--- src/rtl/uart_pkg.sv ---
// Shared 8N1 constants, receiver state encoding and bit-timing helpers
// for the challenge/response UART receive path.
package uart_pkg;

  typedef enum logic [2:0] {
    IDLE,
    START,
    DATA,
    STOP,
    WAIT_HIGH
  } rx_state_e;

  localparam int   DATA_BITS  = 8;
  localparam logic STOP_LEVEL = 1'b1;

  // Rounded clocks per bit; f_mhz in MHz, baud in bit/s.
  function automatic int bit_cycles(input int f_mhz, input int baud);
    return (f_mhz * 1000000 + baud / 2) / baud;
  endfunction

  function automatic int half_cycles(input int f_mhz, input int baud);
    return bit_cycles(f_mhz, baud) / 2;
  endfunction

endpackage

--- src/rtl/uart_byte_rx.sv ---
// 8N1 byte deserialiser: two-flop synchroniser, start-bit qualification,
// LSB-first data capture and stop-bit check.
module uart_byte_rx
  import uart_pkg::*;
#(
  parameter int FREQ_MHZ = 16,
  parameter int BAUD     = 115200
) (
  input  logic       clk_i,
  input  logic       rst_i,
  input  logic       rx_i,
  output logic [7:0] byte_o,
  output logic       byte_done_o,
  output logic       frame_error_o,
  output logic       idle_o
);

  localparam int BITC = bit_cycles(FREQ_MHZ, BAUD);
  localparam int HALF = half_cycles(FREQ_MHZ, BAUD);
  localparam int CW   = $clog2(BITC + 1);

  // The IDLE->START hop and the START count together span HALF clocks.
  localparam logic [CW-1:0] START_END = CW'(HALF - 2);
  localparam logic [CW-1:0] BIT_END   = CW'(BITC - 1);
  localparam logic [3:0]    LAST_BIT  = 4'(DATA_BITS - 1);

  logic [1:0]    sync_q;
  logic          rx_s;
  rx_state_e     state_q, state_d;
  logic [CW-1:0] cnt_q, cnt_d;
  logic [3:0]    bits_q, bits_d;
  logic [7:0]    shift_q, shift_d;
  logic          done, ferr;

  assign rx_s = sync_q[1];

  always_ff @(posedge clk_i or posedge rst_i) begin
    if (rst_i) begin
      sync_q  <= 2'b11;
      state_q <= IDLE;
      cnt_q   <= '0;
      bits_q  <= '0;
      shift_q <= '0;
    end else begin
      sync_q  <= {sync_q[0], rx_i};
      state_q <= state_d;
      cnt_q   <= cnt_d;
      bits_q  <= bits_d;
      shift_q <= shift_d;
    end
  end

  always_comb begin
    state_d = state_q;
    cnt_d   = cnt_q + CW'(1);
    bits_d  = bits_q;
    shift_d = shift_q;
    done    = 1'b0;
    ferr    = 1'b0;
    unique case (state_q)
      IDLE: begin
        cnt_d = '0;
        if (!rx_s) state_d = START;
      end
      START: begin
        if (cnt_q == START_END) begin
          cnt_d = '0;
          if (rx_s) begin
            state_d = IDLE;
          end else begin
            state_d = DATA;
            bits_d  = '0;
          end
        end
      end
      DATA: begin
        if (cnt_q == BIT_END) begin
          cnt_d   = '0;
          shift_d = {rx_s, shift_q[7:1]};
          bits_d  = bits_q + 4'd1;
          if (bits_q == LAST_BIT) state_d = STOP;
        end
      end
      STOP: begin
        if (cnt_q == BIT_END) begin
          cnt_d = '0;
          if (rx_s == STOP_LEVEL) begin
            done    = 1'b1;
            state_d = IDLE;
          end else begin
            ferr    = 1'b1;
            state_d = WAIT_HIGH;
          end
        end
      end
      WAIT_HIGH: begin
        cnt_d = '0;
        if (rx_s) state_d = IDLE;
      end
      default: state_d = IDLE;
    endcase
  end

  assign byte_o        = shift_q;
  assign byte_done_o   = done;
  assign frame_error_o = ferr;
  assign idle_o        = (state_q == IDLE);

endmodule

--- src/rtl/uart_challenge_rx.sv ---
// Challenge receive front end: packs UART bytes into a challenge word and
// hands it to the evaluator over valid/ready, with gap timeout and overrun.
module uart_challenge_rx
  import uart_pkg::*;
#(
  parameter int frequency_clk_ref = 16,
  parameter int baud_rate         = 115200,
  parameter int Challenge_Bit     = 8,
  parameter int gap_bits          = 20
) (
  input  logic                     clk,
  input  logic                     rst,
  input  logic                     uart_rx,
  output logic [Challenge_Bit-1:0] challenge,
  output logic                     challenge_valid,
  input  logic                     challenge_ready,
  output logic                     frame_error,
  output logic                     overrun
);

  localparam int NB   = Challenge_Bit / 8;
  localparam int IW   = (NB > 1) ? $clog2(NB) : 1;
  localparam int BITC = bit_cycles(frequency_clk_ref, baud_rate);
  localparam int GAP  = gap_bits * BITC;
  localparam int GW   = $clog2(GAP + 1);

  localparam logic [IW-1:0] LAST_IDX = IW'(NB - 1);
  localparam logic [GW-1:0] GAP_END  = GW'(GAP - 1);

  logic [7:0] rx_byte;
  logic       byte_done, ferr, idle;

  uart_byte_rx #(
    .FREQ_MHZ(frequency_clk_ref),
    .BAUD    (baud_rate)
  ) u_byte (
    .clk_i        (clk),
    .rst_i        (rst),
    .rx_i         (uart_rx),
    .byte_o       (rx_byte),
    .byte_done_o  (byte_done),
    .frame_error_o(ferr),
    .idle_o       (idle)
  );

  logic [IW-1:0]            idx_q, idx_d;
  logic [Challenge_Bit-1:0] asm_q, asm_d;
  logic [Challenge_Bit-1:0] chal_q, chal_d;
  logic [Challenge_Bit-1:0] word;
  logic                     valid_q, valid_d;
  logic                     ferr_q;
  logic                     ovr_q, ovr_d;
  logic [GW-1:0]            gap_q, gap_d;

  always_ff @(posedge clk or posedge rst) begin
    if (rst) begin
      idx_q   <= '0;
      asm_q   <= '0;
      chal_q  <= '0;
      valid_q <= 1'b0;
      ferr_q  <= 1'b0;
      ovr_q   <= 1'b0;
      gap_q   <= '0;
    end else begin
      idx_q   <= idx_d;
      asm_q   <= asm_d;
      chal_q  <= chal_d;
      valid_q <= valid_d;
      ferr_q  <= ferr;
      ovr_q   <= ovr_d;
      gap_q   <= gap_d;
    end
  end

  // Assembly register with the incoming byte merged into its lane.
  always_comb begin
    word = asm_q;
    word[{idx_q, 3'b000} +: 8] = rx_byte;
  end

  always_comb begin
    idx_d   = idx_q;
    asm_d   = asm_q;
    chal_d  = chal_q;
    valid_d = valid_q;
    ovr_d   = ovr_q;
    gap_d   = '0;
    if (valid_q && challenge_ready) valid_d = 1'b0;
    if (ferr) begin
      idx_d = '0;
    end else if (byte_done) begin
      asm_d = word;
      if (idx_q == LAST_IDX) begin
        idx_d = '0;
        if (!valid_q || challenge_ready) begin
          chal_d  = word;
          valid_d = 1'b1;
        end else begin
          ovr_d = 1'b1;
        end
      end else begin
        idx_d = idx_q + IW'(1);
      end
    end else if (idle && idx_q != '0) begin
      if (gap_q == GAP_END) idx_d = '0;
      else gap_d = gap_q + GW'(1);
    end
  end

  assign challenge       = chal_q;
  assign challenge_valid = valid_q;
  assign frame_error     = ferr_q;
  assign overrun         = ovr_q;

endmodule
--- config.mk ---
export PLATFORM = sky130hd
export DESIGN_NAME = uart_challenge_rx
export DESIGN_NICKNAME = d
export VERILOG_FILES = /design/src/rtl/uart_pkg.sv /design/src/rtl/uart_byte_rx.sv /design/src/rtl/uart_challenge_rx.sv
export SDC_FILE = /design/constraint.sdc
export NUM_CORES = 1
export LEC_CHECK = 0
export BUFFER_PORTS_ARGS = -buffer_cell sky130_fd_sc_hd__buf_2
export CORE_ASPECT_RATIO = 1.5
export CORE_MARGIN = 3
export CORE_UTILIZATION = 30
export DETAILED_ROUTE_END_ITERATION = 7
export GPL_TIMING_DRIVEN = 0
export HOLD_SLACK_MARGIN = 0.12
export PLACE_DENSITY_LB_ADDON = 0.15
export SETUP_SLACK_MARGIN = 0.3
export SLEW_MARGIN = 20
export SYNTH_ARGS = -nofsm -noshare
export SYNTH_HDL_FRONTEND = slang
export SYNTH_HIERARCHICAL = 1
export SYNTH_SLANG_ARGS = --single-unit
--- constraint.sdc ---
create_clock -name clk -period 2.8 [get_ports clk]
set_input_delay 0.28 -clock clk [delete_from_list [all_inputs] [get_ports clk]]
set_output_delay 0.28 -clock clk [all_outputs]
set_load 0.005 [all_outputs]
==> impl_metrics.env, run 1 <==
export IMPL_syn_avg_cell_area_um2=12.6
export IMPL_postSynthCellCount=134
export IMPL_dp_hpwl_um=2190
export IMPL_max_slew_margin_pct=34.8
export IMPL_rsz0062_at_grt="no"
export IMPL_io_pin_count=15
export IMPL_hold_depth=3
export IMPL_clk_path_buf_depth=2
export IMPL_cts_htree_levels=2
export IMPL_worst_pin_slew_ns=0.976
export IMPL_tns_ns=0
export IMPL_start_util_pct=32.0
export IMPL_clk_latency_ns=0.29
export IMPL_fp_dieH_um=97.9
export IMPL_finalMaxSlewViolations=0
export IMPL_nets=164
export IMPL_dr_first_iter_drc_count=27
export IMPL_cts_root_buf="clkbuf_8"
export IMPL_critPathLaunchType="flop"
export IMPL_power_mw=0.991
export IMPL_fin_crit_sh_pct=81.3
export IMPL_wl_per_cell_um=13.1
export IMPL_arrival_ns=2.45
export IMPL_vias_per_cell=4.80
export IMPL_grt_max_degree=26
export IMPL_overflow=0
export IMPL_power_density_nw_per_um2=500
export IMPL_via_count=1084
export IMPL_grt_usage_pct=9.85
export IMPL_status="completed"
export IMPL_min_delay_path_class="in2reg"
export IMPL_syn_area_um2=1690
export IMPL_crit_required_ns=2.97
export IMPL_die_area_um2=6590
export IMPL_antenna_found_initial=0
export IMPL_skew_ns=0.00767
export IMPL_place_gp_congestion=0.747
export IMPL_final_seq_area_um2=903
export IMPL_postCtsSetupBuffers=0
export IMPL_area_growth_pct=17.3
export IMPL_yosys_warnings=6
export IMPL_multi_input_area_um2=751
export IMPL_p_leak_nw=0.951
export IMPL_rr_worst_depth=9
export IMPL_cts_tree="built"
export IMPL_max_freq_ghz=0.439
export IMPL_cts_buffers=5
export IMPL_irDropWorstVdd_mv=0.252
export IMPL_final_setup_viol_count=0
export IMPL_ant_nets=0
export IMPL_cts_sinks=36
export IMPL_syn_nets=141
export IMPL_finalCriticalPeriod_ns=2.28
export IMPL_num_rows=32
export IMPL_io_buffers=14
export IMPL_grt_pass1_vias=1123
export IMPL_path_max_fanout=8
export IMPL_crit_type="reg2reg"
export IMPL_cp_end_kind="flop"
export IMPL_grt_pass1_wl_um=5060
export IMPL_maxCapViolations=0
export IMPL_drc_errors=0
export IMPL_clk_pin_slew_ns=0.07
export IMPL_drive_gt1_share_pct=28.5
export IMPL_wl_um=2970
export IMPL_finalHoldViolCount=0
export IMPL_n_antenna_cell=0
export IMPL_fillers=544
export IMPL_firstDrtPassIters=4
export IMPL_coreArea_um2=5290
export IMPL_die_x_um=67.3
==> routing by layer <==
layer	track usage, %	up-vias	wire length (um)
li1	-	522	-
met4	3.75	0	33
met3	2.88	6	92
met1	11.0	539	1220
met2	17.1	17	1620
met5	0	-	0
==> per-stage QoR <==
| step | area, um^2 | hold WS [ns] | worst slack [ns] | util (%) | instances |
|---|---|---|---|---|---|
| finish | 1980 | 0.324 | 0.524 | 37.5 | 226 |
| global placement | 1850 | 0.298 | 0.487 | 34.9 | 216 |
| CTS | 1980 | 0.318 | 0.423 | 37.4 | 226 |
| detailed placement | 1850 | 0.319 | 0.436 | 34.9 | 216 |
| global route | 1980 | 0.322 | 0.354 | 37.5 | 226 |
| floorplan | 1690 | 0.132 | 0.739 | - | 134 |
==> cell usage in the layout, fill, tap and decap left out, drive strengths merged, types with 5 or more instances in the layout <==
cell,n
mux2,16
inv,8
nand3,10
o21ai,7
clkbuf,5
nor2,15
xor2,5
dfrtp,34
buf,16
==> report_power, final <==
group          internal, mW  switching, mW
sequential            0.522        0.00175
combinational       0.00470         0.0126
clock                 0.263          0.186
==> timing repair <==
action,4_1_cts,5_1_grt
hold endpoints to repair,12,0
endpoints found under the setup margin,0,1
hold buffers,2,0
gates resized for setup,0,1
==> sequential cells by signal (all words and copies together), names as in the netlist <==
| name | cells |
|---|---|
| u_byte/bits_q | 4 |
| u_byte/state_q | 3 |
| challenge | 8 |
| challenge_valid | 1 |
| u_byte/byte_o | 8 |
| u_byte/sync_q | 2 |
| overrun | 1 |
| u_byte/cnt_q | 8 |
| frame_error | 1 |
==> path summary, 6_finish.rpt <==
| check | from | end | slack (ns) |
|---|---|---|---|
| worst max-delay path | u_byte/cnt_q[0] | challenge[5] | 0.52 |
| worst min-delay path | challenge_ready | challenge_valid | 0.32 |
| worst max register to register | u_byte/cnt_q[0] | challenge[5] | 0.52 |
| worst min register to register | u_byte/sync_q[0] | u_byte/sync_q[1] | 0.36 |
| max in group asynchronous | rst | u_byte/byte_o[6] | 1.43 |
| min in group asynchronous | rst | challenge[2] | 0.54 |
==> worst max-delay path, stage by stage, from the launching register on <==
cell	delay [ns]
dfrtp_1	0.43
inv_1	0.08
ha_1	0.14
and4b_4	0.28
and2_2	0.20
nand3_1	0.14
nor2_1	0.25
nand2b_4	0.11
nor2_8	0.20
mux2_4	0.32
==> area by class of cell <==
| type | count | area share [%] |
|---|---|---|
| Inverter | 8 | 1.51 |
| Multi-Input combinational cell | 88 | 37.9 |
| Buffer | 2 | 0.631 |
| Tap cell | 68 | 4.29 |
| Clock buffer | 5 | 3.47 |
| Timing Repair Buffer | 16 | 4.54 |
| Clock inverter | 3 | 2.15 |
| Sequential cell | 36 | 45.6 |
(Power assumes the default switching activity.)
==> run 2, diff against run 1 <==
==> constraint.sdc (replaced) <==
create_clock -name clk -period 2.4 [get_ports clk]
set_input_delay 0.24 -clock clk [delete_from_list [all_inputs] [get_ports clk]]
set_output_delay 0.24 -clock clk [all_outputs]
set_load 0.005 [all_outputs]
==> run 2 against run 1 <==
Compared with the run above: non-clock buffer count up 5; wire length up 2.4%; power up 17%; critical path depth unchanged; setup slack worse by 0.073 ns; critical path type unchanged; largest cell class unchanged.
==> impl_metrics.env, run 2 (same netlist as run 1, synthesis figures left out) <==
export IMPL_irDropWorstVdd_mv=0.293
export IMPL_final_setup_viol_count=0
export IMPL_cts_root_buf="clkbuf_8"
export IMPL_dr_first_iter_drc_count=28
export IMPL_p_leak_nw=0.979
export IMPL_fin_crit_sh_pct=81.2
export IMPL_tns_ns=0
export IMPL_rsz0062_at_grt="no"
export IMPL_num_rows=32
export IMPL_arrival_ns=2.12
export IMPL_die_x_um=67.3
export IMPL_grt_pass1_vias=1156
export IMPL_area_growth_pct=20.8
export IMPL_clk_path_buf_depth=2
export IMPL_max_slew_margin_pct=34.6
export IMPL_fp_dieH_um=97.9
export IMPL_wl_per_cell_um=13.2
export IMPL_ant_nets=0
export IMPL_coreArea_um2=5290
export IMPL_nets=169
export IMPL_grt_pass1_wl_um=5160
export IMPL_antenna_found_initial=0
export IMPL_finalCriticalPeriod_ns=1.95
export IMPL_crit_required_ns=2.57
export IMPL_io_buffers=14
export IMPL_overflow=0
export IMPL_wl_um=3040
export IMPL_firstDrtPassIters=3
export IMPL_grt_max_degree=26
export IMPL_via_count=1113
export IMPL_maxCapViolations=0
export IMPL_status="completed"
export IMPL_min_delay_path_class="in2reg"
export IMPL_drive_gt1_share_pct=31.9
export IMPL_worst_pin_slew_ns=0.980
export IMPL_critPathLaunchType="flop"
export IMPL_max_freq_ghz=0.513
export IMPL_cts_buffers=5
export IMPL_cts_sinks=36
export IMPL_crit_type="reg2reg"
export IMPL_clk_pin_slew_ns=0.07
export IMPL_fin_util_pct=38.6
export IMPL_most_common_layout_cells="dfrtp_1 (34), buf_2 (15), nor2_1 (12)"
export IMPL_io_pin_count=15
export IMPL_path_max_fanout=8
export IMPL_power_density_nw_per_um2=567
export IMPL_fillers=541
export IMPL_start_util_pct=32.0
export IMPL_cts_tree="built"
export IMPL_drc_errors=0
export IMPL_grt_usage_pct=10.1
export IMPL_finalHoldViolCount=0
export IMPL_final_common_cell="dfrtp_1"
export IMPL_clk_latency_ns=0.29
export IMPL_vias_per_cell=4.82
export IMPL_finalMaxSlewViolations=0
export IMPL_n_antenna_cell=0
export IMPL_dp_hpwl_um=2190
export IMPL_cts_htree_levels=2
export IMPL_die_area_um2=6590
export IMPL_place_gp_congestion=0.747
export IMPL_skew_ns=0.00681
export IMPL_power_mw=1.16
export IMPL_cp_end_kind="flop"
## run 2: layout make-up
type | count | area (um^2) | area share, %
Sequential cell | 36 | 903 | 44.2
Multi-Input combinational cell | 88 | 772 | 37.8
Timing Repair Buffer | 21 | 128 | 6.25
Tap cell | 68 | 85.1 | 4.17
Clock buffer | 5 | 68.8 | 3.37
Clock inverter | 3 | 42.5 | 2.08
Inverter | 8 | 30.0 | 1.47
Buffer | 2 | 12.5 | 0.613
## run 2: stage by stage
stage               instances  worst slack [ns]  cell area [um^2]  hold slack (ns)
finish                    231             0.451              2040            0.282
global route              231             0.319              2040            0.282
CTS                       229             0.342              2020            0.277
detailed placement        216            0.0357              1850            0.279
global placement          216            0.0867              1850            0.258
floorplan                 134             0.339              1690           0.0924
## run 2: power by group
group | switching, mW | internal, mW | total, mW
logic | 0.0151 | 0.00552 | 0.0206
registers | 0.00212 | 0.609 | 0.612
clock network | 0.217 | 0.307 | 0.525
## run 2: worst paths after layout
kind	startpoint	endpoint	slack, ns	cells after the start
max reg2reg	u_byte/cnt_q[0]	challenge[5]	0.45	9
min	challenge_ready	challenge_valid	0.28	3
min reg2reg	u_byte/sync_q[0]	u_byte/sync_q[1]	0.36	0
max	u_byte/cnt_q[0]	challenge[5]	0.45	9
min in group asynchronous	rst	challenge[0]	0.50	3
max in group asynchronous	rst	u_byte/cnt_q[6]	1.07	3
## run 2: timing repair
action                     in CTS  in global routing
setup endpoints to repair       8                  8
buffers inserted                3                  2
gates resized for setup         5                  1
pin swaps                       3                  2
hold buffers                    2                  0
hold endpoints to repair       12                  0
## run 2: critical path: stages, from the launching register on
cell and delay (ns):
dfrtp_1 0.38, inv_1 0.06, ha_1 0.14, and4b_4 0.24
and2_4 0.18, nand3_4 0.10, nor2_4 0.13, nand2b_4 0.08
nor2_8 0.20, mux2_4 0.32
## run 2: layer usage
| layer | track usage (%) | routed length (um) | vias to the layer above |
|---|---|---|---|
| met3 | 2.88 | 100 | 5 |
| met5 | 0 | 0 | - |
| met2 | 17.7 | 1670 | 15 |
| met1 | 11.1 | 1240 | 566 |
| met4 | 3.75 | 34 | 0 |
| li1 | - | - | 527 |
==> run 3, diff against run 2 <==
==> constraint.sdc (replaced) <==
create_clock -name clk -period 2.05 [get_ports clk]
set_input_delay 0.205 -clock clk [delete_from_list [all_inputs] [get_ports clk]]
set_output_delay 0.205 -clock clk [all_outputs]
set_load 0.005 [all_outputs]
==> run 3 against run 2 <==
Compared with the run above: core utilization up 3.2 points; clock-buffer cell count up 2; maximum frequency down 0.21%; critical path depth unchanged; first-iteration DRC count up 39%; setup slack worse by 0.35 ns; critical endpoint is now challenge[7]; largest power group unchanged; highest routed layer unchanged.
==> impl_metrics.env, run 3 (same netlist as run 1, synthesis figures left out) <==
export IMPL_fin_crit_sh_pct=95.3
export IMPL_nets=177
export IMPL_clk_pin_slew_ns=0.07
export IMPL_final_cell_count_no_fill=239
export IMPL_finalCriticalPeriod_ns=1.95
export IMPL_clk_latency_ns=0.29
export IMPL_max_freq_ghz=0.512
export IMPL_final_setup_viol_count=0
export IMPL_overflow=0
export IMPL_grt_max_degree=26
export IMPL_area_growth_pct=30.9
export IMPL_skew_ns=0.00547
export IMPL_crit_type="reg2reg"
export IMPL_crit_path_cell_trace="inv_1 -> ha_1 -> and4b_4 -> and2_4 -> nand3_4 -> nor2_4 -> nand2b_4 -> nor2_8 -> mux2_4"
export IMPL_path_max_fanout=8
export IMPL_coreArea_um2=5290
export IMPL_p_sw_share_pct=19.0
export IMPL_grt_usage_pct=10.8
export IMPL_clk_path_buf_depth=2
export IMPL_fillers=516
export IMPL_irDropWorstVdd_mv=0.301
export IMPL_cp_end_kind="flop"
export IMPL_status="completed"
export IMPL_worst_pin_slew_ns=0.954
export IMPL_p_switching_mw=0.270
export IMPL_postPlaceCellArea_um2=1870
export IMPL_p_clk_share_pct=47.8
export IMPL_firstDrtPassIters=4
export IMPL_dr_first_iter_drc_count=39
export IMPL_p_leak_nw=1.06
export IMPL_drc_errors=0
export IMPL_internal_power_mw=1.15
export IMPL_cts_tree="built"
export IMPL_max_slew_margin_pct=36.3
export IMPL_final_common_cell="dfrtp_1"
export IMPL_pwr_share_comb_pct=1.7
export IMPL_dp_cells=216
export IMPL_fin_hold_ws_ns=0.238
export IMPL_min_delay_path_class="in2reg"
export IMPL_p_seq_share_pct=50.5
export IMPL_n_antenna_cell=0
export IMPL_rsz0062_at_grt="yes"
export IMPL_antenna_found_initial=0
export IMPL_place_gp_congestion=0.754
export IMPL_cts_buffers=5
export IMPL_start_util_pct=32.0
export IMPL_io_buffers=14
export IMPL_cts_root_buf="clkbuf_8"
export IMPL_power_mw=1.42
export IMPL_cts_htree_levels=2
export IMPL_die_area_um2=6590
export IMPL_setup_ws_ns=0.0965
export IMPL_maxCapViolations=0
export IMPL_tns_ns=0
export IMPL_cp_slowest_cell="dfrtp_1"
export IMPL_arrival_ns=2.13
export IMPL_most_common_layout_cells="dfrtp_1 (34), mux2_4 (16), buf_2 (15), buf_4 (11), nor2_1 (11)"
export IMPL_crit_required_ns=2.22
export IMPL_fin_util_pct=41.9
export IMPL_drive_gt1_share_pct=45.0
export IMPL_grt_pass1_wl_um=5440
export IMPL_num_rows=32
export IMPL_finalMaxSlewViolations=0
export IMPL_design_area_um2=2210
export IMPL_wl_per_cell_um=13.4
export IMPL_cts_sinks=36
export IMPL_grt_pass1_vias=1197
export IMPL_finalHoldViolCount=0
export IMPL_ant_nets=0
export IMPL_multi_input_area_um2=857
export IMPL_dp_slack_ns=-0.0977
export IMPL_power_density_nw_per_um2=641
export IMPL_dp_hpwl_um=2160
export IMPL_fp_dieH_um=97.9
export IMPL_final_seq_area_um2=903
export IMPL_crit_path_max_incr_delay_ns=0.38
export IMPL_vias_per_cell=4.82
export IMPL_via_count=1153
export IMPL_io_pin_count=15
export IMPL_wl_um=3200
export IMPL_critPathLaunchType="flop"
export IMPL_die_x_um=67.3
-- run 3: final cells by class --
| class | count | area share [%] |
|---|---|---|
| buffer | 2 | 0.565 |
| clock buffer | 7 | 4.35 |
| clock inverter | 1 | 1.36 |
| inverter | 8 | 1.36 |
| multi-input combinational | 88 | 38.7 |
| sequential | 36 | 40.8 |
| tap | 68 | 3.84 |
| timing repair buffer | 29 | 8.99 |
-- run 3: path summary, 6_finish.rpt --
| check | slack [ns] | cells after the start | to | start |
|---|---|---|---|---|
| max | 0.1 | 9 | challenge[7] | u_byte/cnt_q[0] |
| min | 0.24 | 3 | challenge_valid | challenge_ready |
| max reg2reg | 0.1 | 9 | challenge[7] | u_byte/cnt_q[0] |
| min reg2reg | 0.36 | 0 | u_byte/sync_q[1] | u_byte/sync_q[0] |
| max in group asynchronous | 0.78 | 3 | u_byte/cnt_q[6] | rst |
| min in group asynchronous | 0.46 | 3 | challenge[4] | rst |
-- run 3: critical path, delay by kind of cell (launching register included) --
family	cells	cell delay, ns
DFF	1	0.38
adders and majority gates	1	0.14
muxes	1	0.32
and+or+nand+nor	6	0.94
buffers and inverters	1	0.06
-- run 3: timing repair --
item	CTS	global route
cloned	0	0
buffers inserted	9	4
gates resized for setup	6	21
hold buffers	2	0
setup endpoints to repair	25	22
hold endpoints to repair	12	0
pin swaps	3	7
-- run 3: power by group through the flow --
stage / sequential (mW) / clock, mW / combinational (mW)
2_1_floorplan: 0.729 / 0 / 0.0139
3_3_place_gp: 0.730 / 0 / 0.0221
3_5_place_dp: 0.730 / 0 / 0.0226
4_1_cts: 0.716 / 0.701 / 0.0258
5_1_grt: 0.716 / 0.730 / 0.0285
6_report: 0.716 / 0.679 / 0.0241
-- run 3: routing by layer --
metal / vias to the layer above / share of wire (%) / global-route usage (%)
li1: 547 / - / -
met1: 581 / 41 / 11.2
met2: 18 / 54 / 18.9
met3: 7 / 3.0 / 3.45
met4: 0 / 2.6 / 5.16
met5: - / 0 / 0
